[src/rtl/lcd_pkg.sv]
// rtl/lcd_pkg.sv - shared encodings for the LCD message pager
package lcd_pkg;

   localparam int LCD_DATA_W = 18;

   localparam logic [1:0] MODE_AUTO   = 2'b00;
   localparam logic [1:0] MODE_MANUAL = 2'b01;
   localparam logic [1:0] MODE_HOLD   = 2'b10;

   typedef enum logic [1:0] {
      ST_IDLE  = 2'd0,
      ST_LOAD  = 2'd1,
      ST_SEND  = 2'd2,
      ST_DWELL = 2'd3
   } state_t;

endpackage

[src/rtl/lcd_tick_counter.sv]
// rtl/lcd_tick_counter.sv - saturating tick counter with clear and terminal count
module lcd_tick_counter #(
   parameter int TICKS = 8,
   localparam int CNT_W = (TICKS > 1) ? $clog2(TICKS) : 1
) (
   input  logic i_clk,
   input  logic i_rst,
   input  logic i_clr,
   input  logic i_en,
   output logic o_tc
);

   localparam logic [CNT_W-1:0] LP_LAST = CNT_W'(TICKS - 1);

   logic [CNT_W-1:0] r_count;

   always_ff @(posedge i_clk) begin
      if (i_rst || i_clr) begin
         r_count <= '0;
      end else if (i_en && (r_count != LP_LAST)) begin
         r_count <= r_count + CNT_W'(1);
      end
   end

   assign o_tc = (r_count == LP_LAST);

endmodule

[src/rtl/lcd_msg_sequencer.sv]
// rtl/lcd_msg_sequencer.sv - message slot table paged to the LCD driver over valid/ready
module lcd_msg_sequencer
   import lcd_pkg::*;
#(
   parameter int DATA_W      = LCD_DATA_W,
   parameter int NUM_MSG     = 4,
   parameter int DWELL_TICKS = 50_000_000,
   localparam int IDX_W      = $clog2(NUM_MSG)
) (
   input  logic              i_clk,
   input  logic              i_rst,
   input  logic              i_wr_en,
   input  logic [IDX_W-1:0]  i_wr_idx,
   input  logic [DATA_W-1:0] i_wr_data,
   input  logic [1:0]        i_mode,
   input  logic              i_step,
   output logic [DATA_W-1:0] o_msg_data,
   output logic [IDX_W-1:0]  o_msg_idx,
   output logic              o_msg_valid,
   input  logic              i_msg_ready,
   output logic [9:0]        o_leds
);

   localparam logic [IDX_W:0]   LP_NUM_MSG  = (IDX_W + 1)'(NUM_MSG);
   localparam logic [IDX_W-1:0] LP_LAST_IDX = IDX_W'(NUM_MSG - 1);

   state_t            r_state;
   logic [DATA_W-1:0] r_slot [NUM_MSG];
   logic [DATA_W-1:0] r_msg_data;
   logic [IDX_W-1:0]  r_msg_idx;
   logic [IDX_W-1:0]  r_cur_idx;
   logic              r_msg_valid;
   logic              r_step_q;
   logic              r_pending;
   logic              r_heartbeat;

   logic w_wr_ok;
   logic w_rise;
   logic w_accept;
   logic w_resend;
   logic w_advance;
   logic w_consume;
   logic w_dwell_tc;
   logic [9:0] w_leds;

   assign w_wr_ok  = i_wr_en && ({1'b0, i_wr_idx} < LP_NUM_MSG);
   assign w_rise   = i_step & ~r_step_q;
   assign w_accept = (r_state == ST_SEND) && r_msg_valid && i_msg_ready;
   assign w_resend = (r_state == ST_DWELL) && w_wr_ok && (i_wr_idx == r_cur_idx);

   always_comb begin
      w_advance = 1'b0;
      w_consume = 1'b0;
      case (i_mode)
         MODE_AUTO:   w_advance = w_dwell_tc;
         MODE_MANUAL: begin
            w_advance = r_pending;
            w_consume = r_pending;
         end
         MODE_HOLD:   w_advance = 1'b0;
         default:     w_advance = 1'b0;
      endcase
   end

   lcd_tick_counter #(
      .TICKS (DWELL_TICKS)
   ) u_dwell (
      .i_clk (i_clk),
      .i_rst (i_rst),
      .i_clr (w_accept),
      .i_en  (r_state == ST_DWELL),
      .o_tc  (w_dwell_tc)
   );

   always_ff @(posedge i_clk) begin
      if (i_rst) begin
         r_state     <= ST_IDLE;
         r_msg_data  <= '0;
         r_msg_idx   <= '0;
         r_cur_idx   <= '0;
         r_msg_valid <= 1'b0;
         r_step_q    <= 1'b0;
         r_pending   <= 1'b0;
         r_heartbeat <= 1'b0;
         for (int i = 0; i < NUM_MSG; i++) begin
            r_slot[i] <= '0;
         end
      end else begin
         r_step_q <= i_step;
         if (w_wr_ok) begin
            r_slot[i_wr_idx] <= i_wr_data;
         end

         case (r_state)
            ST_IDLE: r_state <= ST_LOAD;
            ST_LOAD: begin
               r_msg_data  <= r_slot[r_cur_idx];
               r_msg_idx   <= r_cur_idx;
               r_msg_valid <= 1'b1;
               r_state     <= ST_SEND;
            end
            ST_SEND: begin
               if (w_accept) begin
                  r_msg_valid <= 1'b0;
                  r_state     <= ST_DWELL;
               end
            end
            ST_DWELL: begin
               // a rewrite of the shown slot wins over advancing; any pending step survives it
               if (w_resend) begin
                  r_state <= ST_LOAD;
               end else if (w_advance) begin
                  r_cur_idx <= (r_cur_idx == LP_LAST_IDX) ? '0 : r_cur_idx + 1'b1;
                  r_state   <= ST_LOAD;
               end
            end
            default: r_state <= ST_IDLE;
         endcase

         if ((r_state == ST_DWELL) && !w_resend && w_consume) begin
            r_pending <= 1'b0;
         end else if (w_rise && (i_mode == MODE_MANUAL)) begin
            r_pending <= 1'b1;
         end

         if ((r_state == ST_DWELL) && (i_mode == MODE_AUTO) && w_dwell_tc) begin
            r_heartbeat <= ~r_heartbeat;
         end
      end
   end

   always_comb begin
      w_leds             = '0;
      w_leds[IDX_W-1:0]  = r_msg_idx;
      w_leds[8]          = r_heartbeat;
      w_leds[9]          = r_msg_valid;
   end

   assign o_msg_data  = r_msg_data;
   assign o_msg_idx   = r_msg_idx;
   assign o_msg_valid = r_msg_valid;
   assign o_leds      = w_leds;

endmodule

[config.mk]
export PLATFORM = sky130hd
export DESIGN_NAME = lcd_msg_sequencer
export DESIGN_NICKNAME = d
export VERILOG_FILES = /design/src/rtl/lcd_pkg.sv /design/src/rtl/lcd_tick_counter.sv /design/src/rtl/lcd_msg_sequencer.sv
export SDC_FILE = /design/constraint.sdc
export NUM_CORES = 1
export LEC_CHECK = 0
export ABC_CLOCK_PERIOD_IN_PS = 3200
export BUFFER_PORTS_ARGS = -buffer_cell sky130_fd_sc_hd__buf_2
export CORE_MARGIN = 1
export CORE_UTILIZATION = 50
export CTS_CLUSTER_SIZE = 28
export DETAILED_ROUTE_END_ITERATION = 10
export PLACE_DENSITY = 0.8
export SLEW_MARGIN = 20
export SYNTH_ARGS = -nofsm -noshare
export SYNTH_HDL_FRONTEND = slang
export SYNTH_SLANG_ARGS = --single-unit
[constraint.sdc]
create_clock -name i_clk -period 3.2 [get_ports i_clk]
set_clock_uncertainty 0.1 [all_clocks]
set_input_delay 0.8 -clock i_clk [delete_from_list [all_inputs] [get_ports i_clk]]
set_output_delay 0.8 -clock i_clk [all_outputs]
set_load 0.005 [all_outputs]
; ---- Word level (Yosys, flattened, before mapping)
; Memory sizes are Yosys's and may differ from the RTL's. A register that Yosys moved wholly into a read port is not among the register bits.
; Cells that the tools add are included.
[word_totals]
regBits = 36
latch_bits = 0
mem_bits_rw = 72
mem_bits_ro = 0
inputBits = 27
out_inout_bits = 31
word_cells = 62
n_memories = 1
[memory_table]
columns = memory, depth, word_bits, rd, rd_ports_with_merged_regs, wr, line_no
row1 = r_slot, 4, 18, 1, 1, 4, lcd_msg_sequencer.sv:28  ; logic [DATA_W-1:0] r_slot [NUM_MSG];
[op_classes]
n_addsub = 2
n_mul = 0
div = 0
magnitude_cmp = 0
n_eq_ne = 10
shift = 0
muxes = 17
bitwise_logic = 4
n_reduce_logical = 20
[op_table]
columns = cell, count
row1 = adder 26 x 1 -> 26 bit (second input constant), 1
row2 = equality test 26 bit (second input constant), 1
row3 = inequality test 26 bit (second input constant), 1
row4 = 2-to-1 mux 18 bit, 1
row5 = OR reduction 18 bit, 1
row6 = logical AND 1 bit, 10
row7 = 2-to-1 mux 2 bit, 5
row8 = 2-to-1 mux 1 bit, 8
row9 = case mux 2 bit (4 select lines), 1
row10 = equality test 2 bit (second input constant), 3
row11 = equality test 2 x 1 -> 1 bit (second input constant), 2
row12 = logical NOT 2 bit, 2
row13 = case mux 1 bit (2 select lines), 2
row14 = AND reduction 2 bit, 2
row15 = inequality test 3 bit (second input constant), 1
row16 = NOT 1 bit, 3
row17 = AND reduction 3 bit, 1
row18 = adder 2 x 1 -> 2 bit (second input constant), 1
row19 = equality test 2 bit, 1
row20 = inequality test 2 x 1 -> 1 bit (second input constant), 1
row21 = nonzero test 2 bit, 1
row22 = OR reduction 2 bit, 1
row23 = bitwise AND 1 bit, 1
row24 = logical NOT 1 bit, 1
row25 = logical OR 1 bit, 1

; ---- Logic depth before layout (Yosys ltp)
[depth]
ltp_word = 7
ltp_mapped = 7
ltp_nobuf = 6

; ---- Hierarchy
; From an unflattened synthesis, not the netlist that was laid out.
[unflattened]
hier_cells = 460
area_unflattened_um2 = 5630.4
[by_module_without_submodules]
columns = module, instances, cells_each, area_per_inst_um2, seq_area_each_um2
row1 = lcd_msg_sequencer, 1, 308, 4340.4, 2722.6
row2 = lcd_tick_counter, 1, 152, 1290.0, 520.5

; ---- Least setup slack after synthesis
; OpenSTA, ideal clock, no wires.
[synth_path]
path_type = input to register
from = in i_rst
to = mem r_slot[1][0] in the netlist's numbering (enable)
setup_time_ns = 0.340
arrival_time_ns = 1.816
t_required_ns = 2.760
setup_slack_ns = 0.944
cell_stages = 3
n_path_buf = 0
path_cell_list = nand2b_1 > nor3b_1 > or2_2
[synth_rtl]
columns = item, line_no
row1 = "start, declared", lcd_msg_sequencer.sv:11  ; input logic i_rst,
row2 = "end, declared", lcd_msg_sequencer.sv:28

; ---- Worst setup path in the final report
[layout_path]
from = reg u_dwell.r_count[8]
to = reg r_cur_idx[0]
[layout_via]
elab_chain_len = 3
[layout_rtl]
columns = item, line_no
row1 = "start, declared", lcd_tick_counter.sv:15  ; logic [CNT_W-1:0] r_count;
row2 = "start signal, assigned", lcd_tick_counter.sv:21  ; r_count <= r_count + CNT_W'(1);
row3 = equality test 26 bit, lcd_tick_counter.sv:25  ; assign o_tc = (r_count == LP_LAST);
row4 = case mux 1 bit (2 select lines), lcd_msg_sequencer.sv:54  ; case (i_mode)
row5 = AND reduction 3 bit (no line), --
row6 = "end signal, assigned", lcd_msg_sequencer.sv:113  ; r_cur_idx <= (r_cur_idx == LP_LAST_IDX) ? '0 : r_cur_idx + 1'b1;
row7 = "end, declared", lcd_msg_sequencer.sv:31  ; logic [IDX_W-1:0] r_cur_idx;
; Every way passes these cells.
; A chain may end at the register's enable or synchronous reset.

==> impl_metrics.csv <==
group,metric,value,unit
finish,layout.nets,544,
cts,post-cts-setup-buffers,0,
worst_setup_path,path_class,"flop to flop",
drt,drtIter0Drc,252,
timing,fmax,0.4680,GHz
cts,insertion_delay,0.51,ns
synthesis,netlist_instances,456,
finish,n_antenna_cell,0,
drt,viasPerCell,5.498,
placed_design,place.gp.congestion,0.7783,
worst_setup_path,worstPathArrival,2.44,ns
run,cap_violations,0,
power_and_ir_drop,switchingPower,1.053,mW
grt,grt_max_degree,28,
worst_setup_path,cp_max_fo,5,
grt,antenna_found_initial,0,
worst_setup_path,critical-path-max-stage-delay,0.57,ns
cts,clk_path_buf_depth,2,
placed_design,hpwlAfterDp,7.344,mm
power_and_ir_drop,power_frac_clock,43.8,%
synthesis,syn_area,5618,µm²
synthesis,synth_common_cells,"and2_1, edfxtp_1, dfxtp_1",
cts,cts_buffers,17,
timing,finalSetupViolations,0,
drt,drc,0,
die,die-area,11660,µm²
power_and_ir_drop,seqPwrFrac,44.4,%
cts,clk_pin_slew,0.06,ns
synthesis,synth.most_common_cell,"and2_1",
worst_setup_path,crit_chain,"or4b_4, nor4_4, nand2_1, a211o_2, mux2_4",
power_and_ir_drop,finalPower,4.350,mW
timing,final_max_slew_viol_count,0,
synthesis,synth_ff_type,"edfxtp_1",
worst_setup_path,critPathTopFamily,"simple AND/OR/NAND/NOR gates",
finish,fin_cells,665,
cts,h-tree-depth,4,
synthesis,async_reset_ff_share,0,%
synthesis,synth_seq_area_share,57.73,%
cts,cts_resized,0,
grt,gr-total-overflow,0,
timing,max_slew_margin,35.38,%
timing,hold_slack,0.3972,ns
status,status,"completed",
cts,cts_root_buf,"clkbuf_8",
power_and_ir_drop,leakage,2.495,nW
worst_hold_path,min_path_type,"flop to flop",
worst_setup_path,cp-end-kind,"flop",
cts,cts_num_sinks,126,
grt,grt_usage,21.03,%
placed_design,port_buffers,51,
die,die_h,108,µm
synthesis,ys_ff_latch,126,
worst_setup_path,worstPathRequired,3.50,ns
drt,wl_per_cell,17.16,µm
timing,period_share,66.78,%
grt,grt_pass1_wl,18.12,mm
worst_setup_path,worst-path-buf-inv,0,
drt,wl,11.41,mm
finish,final_util,60.46,%
worst_setup_path,cp_slowest_cell,"or4b_4",
cts,cts_tree,"built",
die,ioPinCount,58,
timing,worst_pin_slew,0.9673,ns
power_and_ir_drop,pwr-share-comb,11.9,%
synthesis,yosysWarnings,0,
die,start_util,51.60,%
synthesis,ys_top_cells_by_area,"edfxtp_1, dfxtp_1, and2_1",
synthesis,syn_area_per_cell,12.32,µm²
timing,tns,0,ns
drt,antenna_left,0,
synthesis,synth_top_area_cell,"edfxtp_1",
timing,hold_viol,0,
synthesis,synth_edf_count,72,
die,rows,38,
power_and_ir_drop,peakVddDrop,0.0004155,V
drt,num_vias,3656,
power_and_ir_drop,power_density,660.8,nW/µm²
synthesis,synth_top_area_share,38.49,%
die,core,10890,µm²
drt,drt-pass1-iter-count,4,
timing,period_minus_slack,2.137,ns
power_and_ir_drop,swShare,24.21,%
timing,rsz0062_at_grt,"false",
cts,cts_hold_buf,0,
finish,layout-drive-gt1-share,23.81,%
worst_setup_path,cp-start-kind,"flop",
grt,grt_pass1_vias,3616,
power_and_ir_drop,internal_power,3.297,mW
finish,area_growth,17.17,%
die,die_x,108,µm
placed_design,dp_cells,633,
synthesis,yosysUniqueCellTypes,49,
[cell type report]
cell class              instances  area (µm²)
inverters                       8       30.03
well taps                     140       175.2
clock buffers                  20       425.4
flip-flops and latches        126        3243
fillers                       835        4305
repair buffers                 62       350.3
clock inverters                12       162.7
multi-input cells             297        2196
[power groups by stage]
| stage | Clock [mW] | Sequential, mW | Combinational, mW |
|---|---|---|---|
| final | 1.90 | 1.93 | 0.517 |
| after global routing | 1.99 | 1.94 | 0.567 |
| after CTS | 1.93 | 1.93 | 0.522 |
| after detailed placement | 0 | 1.96 | 0.513 |
| after global placement | 0 | 1.95 | 0.493 |
| after floorplan | 0 | 1.95 | 0.344 |
[metrics by stage]
stage	setup slack (ns)	cell area, µm²
6_report	1.063	6583
5_1_grt	0.9267	6583
4_1_cts	1.078	6583
3_5_place_dp	0.6951	5995
3_3_place_gp	0.7665	5995
2_1_floorplan	0.9440	5637
[state kept, by name (all words and copies together) (netlist names), 2 cells and up]
signal / count
o_msg_data: 18
o_msg_idx: 2
r_cur_idx: 2
r_slot: 72
r_state: 2
u_dwell.r_count: 26
[cell usage in the layout (no fill, tap or decap), drive strengths merged, types with 12 or more instances in the layout]
cell,count
a21oi,13
and2,74
buf,62
clkbuf,20
dfxtp,54
edfxtp,72
inv,12
mux2i,22
mux4,18
nand2,17
nor2,42
[cell families after synthesis]
| logic type | count (synthesis) | synth area share, % |
|---|---|---|
| buf+inv | 38 | 3.519 |
| simple gates | 192 | 19.47 |
| flops | 126 | 57.73 |
| compound gates | 35 | 3.809 |
| other cells | 1 | 0.06675 |
| fa+ha+maj | 5 | 1.114 |
| mux | 43 | 11.80 |
| xor+xnor | 16 | 2.495 |
[final timing paths]
path                            depth (start not counted)                    endpoint                             from  slack, ns
worst max register to register                          5   r_cur_idx[0]$_SDFFE_PP0P_  u_dwell.r_count[8]$_SDFFE_PP0P_       1.06
worst min register to register                          2  o_msg_data[4]$_SDFFE_PP0N_       o_msg_data[4]$_SDFFE_PP0N_       0.40
worst max-delay path                                    5   r_cur_idx[0]$_SDFFE_PP0P_  u_dwell.r_count[8]$_SDFFE_PP0P_       1.06
worst min-delay path                                    2  o_msg_data[4]$_SDFFE_PP0N_       o_msg_data[4]$_SDFFE_PP0N_       0.40
[worst reg2reg max path: stages, from the launching register on]
cell and delay [ns]:
dfxtp_1 0.35, or4b_4 0.57, nor4_4 0.23, nand2_1 0.11, a211o_2 0.37, mux2_4 0.30
[metal layers]
layer  track usage (%)  part of all wire, %  vias to the layer above  wire length, µm
li1                  -                    -                     1733                -
met2             36.21                   52                      115             5921
met3             4.882                  5.5                       11              629
met5                 0                    0                        -                0
met4             7.926                  1.1                        0              129
met1             25.65                   41                     1797             4728
Power figures use the tool's default switching activity.
